===== config.mk =====
export PLATFORM = sky130hd
export DESIGN_NAME = hazard_unit
export DESIGN_NICKNAME = d
export VERILOG_FILES = /design/src/rtl/hazard_unit.sv
export SDC_FILE = /design/constraint.sdc
export NUM_CORES = 1
export LEC_CHECK = 0
export ABC_CLOCK_PERIOD_IN_PS = 2500
export BUFFER_PORTS_ARGS = -buffer_cell sky130_fd_sc_hd__buf_2
export CORE_MARGIN = 4
export CORE_UTILIZATION = 48
export CTS_CLUSTER_SIZE = 20
export DETAILED_ROUTE_END_ITERATION = 8
export MAX_ROUTING_LAYER = met4
export PLACE_DENSITY = 0.87
export SLEW_MARGIN = 20
export SYNTH_ARGS = -nofsm -noshare
export SYNTH_HDL_FRONTEND = slang
export SYNTH_SLANG_ARGS = --single-unit

===== constraint.sdc =====
create_clock -name clk -period 2.5 [get_ports clk]
set_input_delay 0.25 -clock clk [delete_from_list [all_inputs] [get_ports clk]]
set_output_delay 0.25 -clock clk [all_outputs]
set_load 0.1 [all_outputs]

===== src/rtl/hazard_unit.sv =====
// hazard_unit: load-use and branch hazard detection with Mealy stall
// requests, a flush pulse and a saturating stall-cycle counter.
module hazard_unit #(
   parameter int REG_AW = 5,
   parameter int CNT_W  = 16
) (
   input  logic              clk,
   input  logic              rst,
   input  logic              id_valid,
   input  logic              id_is_branch,
   input  logic [REG_AW-1:0] id_rs1,
   input  logic [REG_AW-1:0] id_rs2,
   input  logic              id_rs1_used,
   input  logic              id_rs2_used,
   input  logic              ex_is_load,
   input  logic [REG_AW-1:0] ex_rd,
   input  logic              mem_ready,
   input  logic              ex_br_done,
   input  logic              ex_br_taken,
   input  logic              cnt_clr,
   output logic              StallLoad,
   output logic              StallBranch,
   output logic              id_flush,
   output logic [CNT_W-1:0]  stall_cnt
);

   typedef enum logic [1:0] {RUN, LDWAIT, BRWAIT} state_t;

   state_t           r_state;
   state_t           w_next;
   logic [CNT_W-1:0] r_cnt;
   logic             w_br_hit;
   logic             w_ld_hit;
   logic             w_rs1_hit;
   logic             w_rs2_hit;
   logic             w_stall;

   assign w_br_hit  = id_valid & id_is_branch;
   assign w_rs1_hit = id_rs1_used & (id_rs1 == ex_rd);
   assign w_rs2_hit = id_rs2_used & (id_rs2 == ex_rd);
   assign w_ld_hit  = id_valid & ex_is_load & (ex_rd != '0)
                    & (w_rs1_hit | w_rs2_hit);

   // Requests are gated by reset so they drop the instant rst falls.
   always_comb begin
      w_next      = r_state;
      StallLoad   = 1'b0;
      StallBranch = 1'b0;
      id_flush    = 1'b0;
      if (rst) begin
         unique case (r_state)
            RUN: begin
               if (w_br_hit) begin
                  StallBranch = 1'b1;
                  w_next      = BRWAIT;
               end else if (w_ld_hit) begin
                  StallLoad = 1'b1;
                  w_next    = LDWAIT;
               end
            end
            LDWAIT: begin
               StallLoad = ~mem_ready;
               if (mem_ready) w_next = RUN;
            end
            BRWAIT: begin
               if (ex_br_done) begin
                  id_flush = ex_br_taken;
                  w_next   = RUN;
               end else begin
                  StallBranch = 1'b1;
               end
            end
            default: w_next = RUN;
         endcase
      end
   end

   assign w_stall = StallLoad | StallBranch;

   always_ff @(posedge clk or negedge rst) begin
      if (!rst) begin
         r_state <= RUN;
         r_cnt   <= '0;
      end else begin
         r_state <= w_next;
         if (cnt_clr)
            r_cnt <= '0;
         else if (w_stall && (r_cnt != '1))
            r_cnt <= r_cnt + CNT_W'(1);
      end
   end

   assign stall_cnt = r_cnt;

endmodule


==> run_results.csv <==
group,metric,value,unit
hold_path,hold_path_class,"input pin to register",
power_and_ir_drop,switchingPower,0.2042,mW
timing,final.setup.tns,0,ns
setup_path,endpoint_kind,"register",
layout,fill_cells,202,
floorplanning,start_util,51.91,%
placement,gp_congestion,0.7858,
route,drtIter0Drc,29,
synth,yosys_warnings,0,
layout,design_area,0.001511,mm²
timing,setup_viol,0,
placement,dpl.hpwl,2380,µm
hold_path,worstHoldPathCells,4,
timing,final-hold-violation-count,0,
synth,syn_inst,137,
setup_path,arrival,2.60,ns
setup_path,crit_chain,"dlygate4sd3_1, buf_2, or3b_1, a211oi_2, a21boi_2, a21oi_2, buf_6, or4_1, a21oi_2",
clock_tree,cts_max_level,1,
synth,synthArstFlopShare,100.0,%
outcome,outcome,"complete, no violations",
power_and_ir_drop,p_comb_share,26.1,%
floorplanning,rows,17,
floorplanning,die_h,57.84,µm
timing,finClkSkew,0.001753,ns
route,wirelength,3068,µm
clock_tree,cts.clk_slew.worst_paths,0.10,ns
clock_tree,cts_root_buffer,"clkbuf_4",
global_routing,antenna_found_initial,0,
power_and_ir_drop,p_per_area,410.9,mW/mm²
setup_path,cp_common_cell,"a21oi_2",
setup_path,start_kind,"input pin",
setup_path,reg2reg_to,"stall_cnt[9]",
power_and_ir_drop,peakVddDrop,485.1,µV
power_and_ir_drop,switching_share,32.88,%
global_routing,grt.overflow.total,0,
synth,synthFlopType,"dfrtp_1",
hold_path,hold_end,"r_state[0]",
floorplanning,io_pins,45,
timing,max_freq,0.4212,GHz
hold_path,hp-start,"mem_ready",
clock_tree,cts_buffer_depth,2,
route,wl_per_cell,14.40,µm
synth,synth.distinct_cells,38,
clock_tree,clock_latency,0.29,ns
route,ant_nets,0,
layout,drive_above_1_share,34.59,%
route,drc,0,
global_routing,grt_pass1_vias,1161,
setup_path,cp_max_fo,22,
floorplanning,dieArea,0.003345,mm²
setup_path,r2r-start,"r_state[0]",
power_and_ir_drop,p_int,0.4168,mW
setup_path,path_class,"input pin to register",
placement,portBuffers,44,
synth,synth_top_area_share,37.78,%
setup_path,critPathSlowestCell,"dlygate4sd3_1",
timing,worst_pin_slew,0.5493,ns
clock_tree,clock-sinks,18,
global_routing,grt_max_degree,25,
global_routing,grt_pass1_wl,4933,µm
synth,syn_avg_cell_area,8.704,µm²
layout,nets,213,
synth,yosys.area.top_type,"dfrtp_1",
synth,yosysMostFrequentCell,"dfrtp_1",
setup_path,r2r_setup_slack,0.23,ns
run,maxCapViolCount,0,
timing,slew_violations,0,
synth,synthTopCellsByArea,"dfrtp_1 (38%), xnor2_1 (7.3%), a21oi_1 (5.9%)",
synth,ys_ff_latch,18,
floorplanning,core_area,0.002297,mm²
power_and_ir_drop,p_leak,0.6762,nW
synth,netlist_area,0.001192,mm²
route,via_count,1248,
power_and_ir_drop,p_seq_share,49.7,%
timing,fin_crit,2.374,ns
synth,syn-num-nets,164,
synth,ys_top_cells_by_count,"dfrtp_1 (18), a21oi_1 (14), o21ai_0 (12), xnor2_1 (10), or3_1 (9)",
layout,num_antenna_cells,0,
power_and_ir_drop,power_frac_clock,24.2,%
placement,placed_cell_area,0.001448,mm²
route,viasPerCell,5.859,
setup_path,slowest_delay,0.52,ns
setup_path,crit_required,2.73,ns
clock_tree,cts_tree,"yes",
timing,fin_crit_sh,94.96,%
clock_tree,numCtsBuffers,3,
synth,synth_edf_count,0,
floorplanning,die_x,57.84,µm
layout,syn_to_final_growth,26.76,%
route,firstDrtPassIters,4,
setup_path,r2r_cells,7,
synth,ys_seq_area_share,37.78,%
timing,maxSlewHeadroom,62.99,%
global_routing,track_usage,19.15,%
[cell usage in the layout (no fill, tap or decap), drive strengths merged, types with 2 or more instances in the layout]
| cell | count |
|---|---|
| buf | 47 |
| dfrtp | 18 |
| a21oi | 15 |
| o21ai | 12 |
| xnor2 | 10 |
| or3 | 9 |
| nand2 | 8 |
| nor2 | 8 |
| nand3 | 8 |
| inv | 6 |
| and3 | 4 |
| o31ai | 4 |
| or4 | 4 |
| clkbuf | 4 |
| nand4 | 3 |
| o22ai | 2 |
| nor3 | 2 |
| mux2i | 2 |
| nor4b | 2 |
| a21boi | 2 |
[worst max path at each step]
stage                 start            end  slack [ns]  cells after the start
2_1_floorplan  stall_cnt[0]   stall_cnt[1]       0.008                      9
3_3_place_gp   stall_cnt[0]  stall_cnt[14]        0.33                      6
3_5_place_dp   stall_cnt[0]  stall_cnt[12]        0.24                      6
4_1_cts                 rst  stall_cnt[13]        0.16                      9
5_1_grt                 rst   stall_cnt[9]       -0.02                      9
6_report                rst   stall_cnt[9]        0.13                      9
[critical path: cells and delay by family]
family                 cells  cell delay, ns
AO/OA/AOI/OAI              4            0.65
AND/OR/NAND/NOR            2            0.88
buffers and inverters      3            0.82
[final cells by class]
cell class	count	area, µm²	share of cell area, %
multi-input combinational	109	708.2	46.85
sequential	18	459.2	30.38
timing repair buffer	48	260.3	17.22
tap	28	35.03	2.318
clock buffer	4	26.28	1.738
inverter	6	22.52	1.490
[flip-flops by register name, summed over array words and instances, names as in the netlist]
signal	cells
r_state	2
stall_cnt	16
[layer usage]
layer  track usage [%]  routed length, µm  part of all wire [%]  vias to the layer above
met5                 -                  0                     0                        -
met4             6.954                 48                   1.6                        0
met1             21.44               1195                    39                      581
met3             3.563                233                   7.6                        6
li1                  -                  -                     -                      606
met2             33.71               1591                    52                       55
[stage by stage]
step / util, % / hold WS [ns] / cells / setup slack [ns] / power, mW
5_1_grt: 65.80 / 0.3351 / 213 / -0.01985 / 0.6463
3_3_place_gp: 63.02 / 0.2755 / 207 / 0.3298 / 0.4648
4_1_cts: 64.60 / 0.2948 / 212 / 0.1596 / 0.6187
2_1_floorplan: - / -0.04559 / 137 / 0.008183 / 0.4216
6_report: 65.80 / 0.2901 / 213 / 0.1260 / 0.6210
3_5_place_dp: 63.02 / 0.2741 / 207 / 0.2377 / 0.4724
[what timing repair did]
action,4_1_cts,5_1_grt
resized for setup,0,4
setup buffers,0,1
hold buffers,1,0
setup endpoints to repair,0,3
hold endpoints to repair,18,0
[power groups by stage]
stage                     sequential (mW)  clock, mW  combinational, mW
after global routing                0.310      0.160              0.176
final                               0.309      0.150              0.162
after global placement              0.313          0              0.151
after CTS                           0.309      0.150              0.160
after detailed placement            0.314          0              0.158
after floorplan                     0.334          0             0.0876
[kinds of logic after synthesis]
logic type,Yosys count,share of synthesized area (%)
and+or+nand+nor,55,26.44
AOI/OAI and AO/OA,40,21.09
DFF,18,37.78
xor gates and xnor gates,11,8.080
adders and majority gates,1,1.049
muxes,2,1.679
buffers and inverters,10,3.881
(Power assumes the default switching activity.)
